### src/rtl/pwm_seq_pkg.sv
// Shared types and constants for the PWM config sequencer.
package pwm_seq_pkg;

    // Sequencer states: one strobe cycle and one hold cycle per byte.
    typedef enum logic [3:0] {
        ST_IDLE    = 4'd0,
        ST_DISABLE = 4'd1,
        ST_PL_STB  = 4'd2,
        ST_PL_HOLD = 4'd3,
        ST_PH_STB  = 4'd4,
        ST_PH_HOLD = 4'd5,
        ST_IL_STB  = 4'd6,
        ST_IL_HOLD = 4'd7,
        ST_IH_STB  = 4'd8,
        ST_IH_HOLD = 4'd9,
        ST_ENABLE  = 4'd10,
        ST_ACK     = 4'd11
    } state_e;

    // Bit positions of the byte write strobes inside the WE vector.
    localparam int BYTE_PL = 0;
    localparam int BYTE_PH = 1;
    localparam int BYTE_IL = 2;
    localparam int BYTE_IH = 3;

    // Cycles from capture to the ack pulse on a full load.
    localparam int ACK_LATENCY = 11;

endpackage

### src/rtl/pwm_rr_arbiter.sv
// Round-robin arbiter: grants the first active requester at or after i_ptr,
// wrapping to the lowest active requester when none is found above it.
module pwm_rr_arbiter #(
    parameter int NUM_REQ = 2,
    parameter int RR_W    = 1
) (
    input  logic [NUM_REQ-1:0] i_req,
    input  logic [RR_W-1:0]    i_ptr,
    output logic [NUM_REQ-1:0] o_gnt,
    output logic [RR_W-1:0]    o_idx,
    output logic               o_vld
);

    logic [RR_W-1:0] w_lo_idx;
    logic [RR_W-1:0] w_hi_idx;
    logic            w_lo_vld;
    logic            w_hi_vld;

    // Scan high-to-low so the lowest index wins in each search window.
    always_comb begin
        w_lo_idx = '0;
        w_hi_idx = '0;
        w_lo_vld = 1'b0;
        w_hi_vld = 1'b0;
        for (int i = NUM_REQ - 1; i >= 0; i--) begin
            if (i_req[i]) begin
                w_lo_idx = RR_W'(i);
                w_lo_vld = 1'b1;
                if (i >= int'(i_ptr)) begin
                    w_hi_idx = RR_W'(i);
                    w_hi_vld = 1'b1;
                end
            end
        end
    end

    // Prefer the window starting at the pointer, then wrap.
    always_comb begin
        o_vld = w_lo_vld;
        o_idx = w_hi_vld ? w_hi_idx : w_lo_idx;
        o_gnt = '0;
        for (int i = 0; i < NUM_REQ; i++) begin
            o_gnt[i] = o_vld && (o_idx == RR_W'(i));
        end
    end

endmodule

### src/rtl/pwm_config_sequencer.sv
// PWM timer config sequencer: arbitrates requesters and replays each granted
// period/impulse request as disable, four byte strobes, optional enable, ack.
// Optional feature macro: PWM_SEQ_CHECK_EN rejects period==0 or impuls>period
// with an err pulse and no strobes.
module pwm_config_sequencer
    import pwm_seq_pkg::*;
#(
    parameter int NUM_REQ = 2,
    parameter int RR_W    = (NUM_REQ > 1) ? $clog2(NUM_REQ) : 1
) (
    input  logic                   i_clk,
    input  logic                   i_rst_n,
    input  logic [NUM_REQ-1:0]     i_req,
    input  logic [16*NUM_REQ-1:0]  i_req_period,
    input  logic [16*NUM_REQ-1:0]  i_req_impuls,
    input  logic [NUM_REQ-1:0]     i_req_enable,
    output logic [NUM_REQ-1:0]     o_ack,
    output logic [NUM_REQ-1:0]     o_err,
    output logic                   o_busy,
    output logic [7:0]             o_pwm_period_low,
    output logic [7:0]             o_pwm_period_high,
    output logic [7:0]             o_pwm_impuls_low,
    output logic [7:0]             o_pwm_impuls_high,
    output logic                   o_pwm_we_period_low,
    output logic                   o_pwm_we_period_high,
    output logic                   o_pwm_we_impuls_low,
    output logic                   o_pwm_we_impuls_high,
    output logic                   o_pwm_we_enable,
    output logic                   o_pwm_we_disable
);

    state_e                      r_state;
    state_e                      w_state_nxt;
    logic [RR_W-1:0]             r_ptr;
    logic [RR_W-1:0]             r_gidx;
    logic [15:0]                 r_period;
    logic [15:0]                 r_impuls;
    logic                        r_enable;
    logic                        r_bad;
    logic [3:0]                  r_we;
    logic                        r_we_en;
    logic                        r_we_dis;
    logic [NUM_REQ-1:0]          r_ack;

    logic [NUM_REQ-1:0]          w_gnt;
    logic [RR_W-1:0]             w_gidx;
    logic                        w_gvld;
    logic                        w_capture;
    logic [NUM_REQ-1:0][15:0]    w_per_arr;
    logic [NUM_REQ-1:0][15:0]    w_imp_arr;
    logic [15:0]                 w_sel_per;
    logic [15:0]                 w_sel_imp;
    logic                        w_bad;
    logic [3:0]                  w_we_nxt;
    logic                        w_we_en_nxt;
    logic                        w_we_dis_nxt;
    logic                        w_ack_fire;
    logic [NUM_REQ-1:0]          w_gidx_oh;

    pwm_rr_arbiter #(
        .NUM_REQ (NUM_REQ),
        .RR_W    (RR_W)
    ) u_arb (
        .i_req (i_req),
        .i_ptr (r_ptr),
        .o_gnt (w_gnt),
        .o_idx (w_gidx),
        .o_vld (w_gvld)
    );

    assign w_capture = (r_state == ST_IDLE) && w_gvld;
    assign w_per_arr = i_req_period;
    assign w_imp_arr = i_req_impuls;
    assign w_sel_per = w_per_arr[w_gidx];
    assign w_sel_imp = w_imp_arr[w_gidx];

`ifdef PWM_SEQ_CHECK_EN
    assign w_bad = (w_sel_per == 16'd0) || (w_sel_imp > w_sel_per);
`else
    assign w_bad = 1'b0;
`endif

    // One-hot of the latched grant, used to route ack/err back.
    always_comb begin
        w_gidx_oh = '0;
        for (int i = 0; i < NUM_REQ; i++) begin
            w_gidx_oh[i] = (r_gidx == RR_W'(i));
        end
    end

    // State register.
    always_ff @(posedge i_clk or negedge i_rst_n) begin
        if (!i_rst_n) r_state <= ST_IDLE;
        else          r_state <= w_state_nxt;
    end

    // Next state plus next-cycle strobes; strobes are registered so the
    // timer sees glitch-free WE lines aligned with the state they belong to.
    always_comb begin
        w_state_nxt  = r_state;
        w_we_nxt     = '0;
        w_we_en_nxt  = 1'b0;
        w_we_dis_nxt = 1'b0;
        w_ack_fire   = 1'b0;
        case (r_state)
            ST_IDLE: begin
                if (w_gvld) begin
                    w_state_nxt  = ST_DISABLE;
                    w_we_dis_nxt = !w_bad;
                end
            end
            ST_DISABLE: begin
                if (r_bad) begin
                    w_state_nxt = ST_ACK;
                    w_ack_fire  = 1'b1;
                end else begin
                    w_state_nxt       = ST_PL_STB;
                    w_we_nxt[BYTE_PL] = 1'b1;
                end
            end
            ST_PL_STB:  w_state_nxt = ST_PL_HOLD;
            ST_PL_HOLD: begin
                w_state_nxt       = ST_PH_STB;
                w_we_nxt[BYTE_PH] = 1'b1;
            end
            ST_PH_STB:  w_state_nxt = ST_PH_HOLD;
            ST_PH_HOLD: begin
                w_state_nxt       = ST_IL_STB;
                w_we_nxt[BYTE_IL] = 1'b1;
            end
            ST_IL_STB:  w_state_nxt = ST_IL_HOLD;
            ST_IL_HOLD: begin
                w_state_nxt       = ST_IH_STB;
                w_we_nxt[BYTE_IH] = 1'b1;
            end
            ST_IH_STB:  w_state_nxt = ST_IH_HOLD;
            ST_IH_HOLD: begin
                w_state_nxt = ST_ENABLE;
                w_we_en_nxt = r_enable;
            end
            ST_ENABLE: begin
                w_state_nxt = ST_ACK;
                w_ack_fire  = 1'b1;
            end
            ST_ACK:     w_state_nxt = ST_IDLE;
            default:    w_state_nxt = ST_IDLE;
        endcase
    end

    // Capture the granted request and advance the round-robin pointer.
    always_ff @(posedge i_clk or negedge i_rst_n) begin
        if (!i_rst_n) begin
            r_ptr    <= '0;
            r_gidx   <= '0;
            r_period <= '0;
            r_impuls <= '0;
            r_enable <= 1'b0;
            r_bad    <= 1'b0;
        end else if (w_capture) begin
            r_ptr    <= (w_gidx == RR_W'(NUM_REQ - 1)) ? '0 : w_gidx + RR_W'(1);
            r_gidx   <= w_gidx;
            r_period <= w_sel_per;
            r_impuls <= w_sel_imp;
            r_enable <= i_req_enable[w_gidx];
            r_bad    <= w_bad;
        end
    end

    // Registered strobes and ack; reset drops them asynchronously.
    always_ff @(posedge i_clk or negedge i_rst_n) begin
        if (!i_rst_n) begin
            r_we     <= '0;
            r_we_en  <= 1'b0;
            r_we_dis <= 1'b0;
            r_ack    <= '0;
        end else begin
            r_we     <= w_we_nxt;
            r_we_en  <= w_we_en_nxt;
            r_we_dis <= w_we_dis_nxt;
            r_ack    <= w_ack_fire ? w_gidx_oh : '0;
        end
    end

`ifdef PWM_SEQ_CHECK_EN
    logic [NUM_REQ-1:0] r_err;

    // Reject pulse accompanies the ack of a request that failed the check.
    always_ff @(posedge i_clk or negedge i_rst_n) begin
        if (!i_rst_n) r_err <= '0;
        else          r_err <= (w_ack_fire && r_bad) ? w_gidx_oh : '0;
    end

    assign o_err = r_err;
`else
    assign o_err = '0;
`endif

    assign o_ack                = r_ack;
    assign o_busy               = (r_state != ST_IDLE);
    assign o_pwm_period_low     = r_period[7:0];
    assign o_pwm_period_high    = r_period[15:8];
    assign o_pwm_impuls_low     = r_impuls[7:0];
    assign o_pwm_impuls_high    = r_impuls[15:8];
    assign o_pwm_we_period_low  = r_we[BYTE_PL];
    assign o_pwm_we_period_high = r_we[BYTE_PH];
    assign o_pwm_we_impuls_low  = r_we[BYTE_IL];
    assign o_pwm_we_impuls_high = r_we[BYTE_IH];
    assign o_pwm_we_enable      = r_we_en;
    assign o_pwm_we_disable     = r_we_dis;

endmodule

### config.mk
export PLATFORM = sky130hd
export DESIGN_NAME = pwm_config_sequencer
export DESIGN_NICKNAME = d
export VERILOG_FILES = /design/src/rtl/pwm_seq_pkg.sv /design/src/rtl/pwm_rr_arbiter.sv /design/src/rtl/pwm_config_sequencer.sv
export SDC_FILE = /design/constraint.sdc
export NUM_CORES = 1
export LEC_CHECK = 0
export CAP_MARGIN = 20
export CORE_UTILIZATION = 40
export CTS_BUF_LIST = sky130_fd_sc_hd__clkbuf_8
export DETAILED_ROUTE_END_ITERATION = 12
export DONT_BUFFER_PORTS = 1
export PLACE_DENSITY = 0.64
export SLEW_MARGIN = 10
export SYNTH_ARGS = -nofsm -noshare
export SYNTH_HDL_FRONTEND = slang
export SYNTH_HIERARCHICAL = 1
export SYNTH_SLANG_ARGS = --single-unit
### constraint.sdc
create_clock -name i_clk -period 2.1 [get_ports i_clk]
set_input_delay 0.525 -clock i_clk [delete_from_list [all_inputs] [get_ports i_clk]]
set_output_delay 0.525 -clock i_clk [all_outputs]
set_load 0.1 [all_outputs]
Word-level counts from Yosys, hierarchy flattened
Index checks and enable logic that the tools add are counted.
{"block": "totals", "register_bits": 47, "in_bits": 70, "wordCells": 54}
{"block": "classes", "addsub": 1, "order_cmp": 2, "eq_ne": 11, "mux": 26, "bitwise_logic": 1, "n_reduce_logical": 3}
{"cell": "16-bit two-way mux", "n": 4}
{"cell": "4-bit one-hot mux with 11 select lines", "n": 1}
{"cell": "1-bit two-way mux", "n": 19}
{"cell": "4-bit by 3-bit == test with 1-bit output (second input constant)", "n": 4}
{"cell": "4-bit == test (second input constant)", "n": 3}
{"cell": "4-bit by 2-bit == test with 1-bit output (second input constant)", "n": 2}
{"cell": "4-bit by 1-bit == test with 1-bit output (second input constant)", "n": 1}
{"cell": "4-bit zero test", "n": 1}
{"cell": "4-bit two-way mux", "n": 1}
{"cell": "4-bit nonzero test", "n": 1}
{"cell": "1-bit by 2-bit < comparator with 1-bit output (second input constant)", "n": 1}
{"cell": "2-bit two-way mux", "n": 1}
{"cell": "2-bit inequality test (second input constant)", "n": 1}
{"cell": "1-bit adder (second input constant)", "n": 1}
{"cell": "1-bit >= comparator (first input constant)", "n": 1}
{"cell": "1-bit logical AND", "n": 1}
{"cell": "1-bit NOT", "n": 1}

Logic depth before layout (Yosys ltp)
{"block": "logic_depth", "word_depth": 6, "mapped_depth": 6}

Modules after synthesis
Netlist, hierarchy kept.
{"mod": "pwm_config_sequencer", "instances": 1, "cells_per_inst": 196, "area_each_um2": 2214.6, "seq_area_each_um2": 1176.1}
{"mod": "pwm_rr_arbiter", "instances": 1, "cells_per_inst": 5, "area_each_um2": 32.5, "seq_area_each_um2": 0.0}

Least setup slack after synthesis
OpenSTA, ideal clock, no wires.
{"block": "synth_timing", "path_type": "reg-to-output", "from": "reg r_state[0]", "to": "out o_busy", "t_arrival_ns": 1.409, "path_slack_ns": 0.166, "stages_incl_launch_ff": 5, "n_path_buf": 2, "cell_sequence": "dfrtp_1 nor4_4 buf_6 buf_6 inv_2"}
{"block": "synth_via", "elab_chain_cells": 1}
{"element": "start: declaration", "line": "pwm_config_sequencer.sv:32", "rtl": "state_e r_state;"}
{"element": "start signal: assignment", "line": "pwm_config_sequencer.sv:94", "rtl": "else r_state <= w_state_nxt;"}
{"element": "4-bit nonzero test", "line": "pwm_config_sequencer.sv:199", "rtl": "assign o_busy = (r_state != ST_IDLE);"}
{"element": "end: declaration", "line": "pwm_config_sequencer.sv:19", "rtl": "output logic o_busy,"}
No other way between the ends.

Final worst setup path
Same ends and word-level chain as after synthesis.

==> impl_metrics.env <==
export IMPL_outcome="complete, no violations"
export IMPL_finalCritPeriodShare_pct=94.71
export IMPL_dieArea_um2=5883
export IMPL_grt_pass1_wl_um=7182
export IMPL_avgSynthCellArea_um2=11.22
export IMPL_vias=1591
export IMPL_die_h_um=76.70
export IMPL_cts_buffers=5
export IMPL_cts_root_buffer="clkbuf_8"
export IMPL_crit_path_end_kind="primary output"
export IMPL_cts_max_level=2
export IMPL_cp_start_kind="flop"
export IMPL_antenna_found_initial=0
export IMPL_clk_pin_slew_ns=0.08
export IMPL_rsz0062_at_grt="no"
export IMPL_antenna_cells=0
export IMPL_drv_slew=0
export IMPL_arrival_ns=1.46
export IMPL_fp_row_count=26
export IMPL_io_pins=113
export IMPL_grt_overflow=0
export IMPL_nets=300
export IMPL_drc=0
export IMPL_setup_viol=0
export IMPL_timing_setup_tns_ns=0
export IMPL_globalplace_congestion=0.7313
export IMPL_routed_wl_um=4380
export IMPL_area_delta_synth_final_pct=18.89
export IMPL_critPathKind="flop to primary output"
export IMPL_wl_per_cell_um=14.55
export IMPL_synth_cells=199
export IMPL_first_iter_violations=74
export IMPL_required_ns=1.57
export IMPL_fp_dieW_um=76.70
export IMPL_hpwl_um=3034
export IMPL_cts_tree="yes"
export IMPL_viasPerCell=5.286
export IMPL_track_usage_pct=15.75
export IMPL_period_needed_ns=1.989
export IMPL_core_area_um2=5238
export IMPL_grt_max_degree=68
export IMPL_first_pass_iters=4
export IMPL_antenna_left=0
export IMPL_grt_pass1_vias=1473
export IMPL_io_buffers=0
export IMPL_maxCapViolations=0
export IMPL_cts_path_max_buffers=2
export IMPL_clk_latency_ns=0.29
export IMPL_cts_sinks=47
export IMPL_synth_warnings=6
export IMPL_drive_gt1_share_pct=25.11
export IMPL_finalHoldViolCount=0
export IMPL_fmax_ghz=0.5028
export IMPL_finalClockSkew_ns=0.002902
export IMPL_initial_core_util_pct=42.62
export IMPL_crit_fanout=7
export IMPL_syn_area_um2=2232
export IMPL_holdCritPathClass="input port to asynchronous set/reset pin"
## sequential cells by signal, indices dropped and copies added, names as in the netlist
name / flops
o_ack: 2
r_impuls: 16
r_we: 4
o_pwm_we_disable: 1
r_gidx: 1
r_ptr: 1
r_enable: 1
r_state: 4
r_period: 16
o_pwm_we_enable: 1
## metal layers
| layer | vias up | track usage [%] | wire length (um) |
|---|---|---|---|
| li1 | 790 | - | - |
| met1 | 719 | 20.76 | 1919 |
| met2 | 80 | 24.02 | 2039 |
| met3 | 2 | 5.595 | 397 |
| met4 | 0 | 5.192 | 23 |
| met5 | - | 0 | 0 |
## what timing repair did
| action | CTS | global route |
|---|---|---|
| hold endpoints to repair | 47 | 0 |
| resized for setup | 0 | 0 |
| setup buffers | 0 | 0 |
| hold buffers | 1 | 0 |
## worst paths after layout
kind | from | endpoint | slack (ns) | cells after the start
worst min register to register | r_gidx$_DFFE_PN0P_ | o_ack[0]$_DFF_PN0_ | 0.47 | 1
worst min-delay path | i_rst_n | r_impuls[3]$_DFFE_PN0P_ | 0.07 | 1
min in group i_clk | i_req_period[9] | r_period[9]$_DFFE_PN0P_ | 0.46 | 2
max in group asynchronous | i_rst_n | r_period[3]$_DFFE_PN0P_ | 1.82 | 1
worst max register to register | r_state[0]$_DFFE_PN0P_ | r_gidx$_DFFE_PN0P_ | 0.36 | 4
worst max-delay path | r_state[0]$_DFFE_PN0P_ | o_busy | 0.11 | 2
## placed cells by master, fill, tap and decap left out, drive strengths merged
master  instances
nor3            2
nor2            4
nand2b          1
nor4            2
nand2           3
clkinv          1
and4b           1
clkbuf          5
conb            2
a21oi          34
xnor2           1
dfrtp          47
a31oi          33
nor2b           1
mux2            1
buf            46
inv             6
or2b            1
a21boi          1
a211oi          1
mux2i          34
a21o            1
nor4bb          1
xor2            1
or2             1
## stage by stage
step	utilization (%)	hold slack, ns	instances	setup WS [ns]	instance area [um^2]
2_1_floorplan	-	0.2294	200	0.1657	2236
3_3_place_gp	48.59	0.2306	292	0.4053	2545
3_5_place_dp	48.59	0.2305	292	0.3567	2545
4_1_cts	50.67	0.06978	301	0.07675	2654
5_1_grt	50.67	0.06589	301	0.002689	2654
6_report	50.67	0.06869	301	0.1111	2654
## cell type report
class | instances | area [um^2]
clock buffer | 5 | 68.82
fill | 495 | 2584
multi-input combinational | 126 | 903.4
tap | 70 | 87.58
sequential | 47 | 1176
timing repair buffer | 46 | 390.4
inverter | 4 | 15.01
clock inverter | 3 | 12.51
## critical path: stages, from the launching register on
cell and delay, ns:
dfrtp_1 0.48, nor4_4 0.40, inv_2 0.29
Power is not shown: default switching activity piles up to over one toggle a cycle in this logic, so the estimate is an artifact.
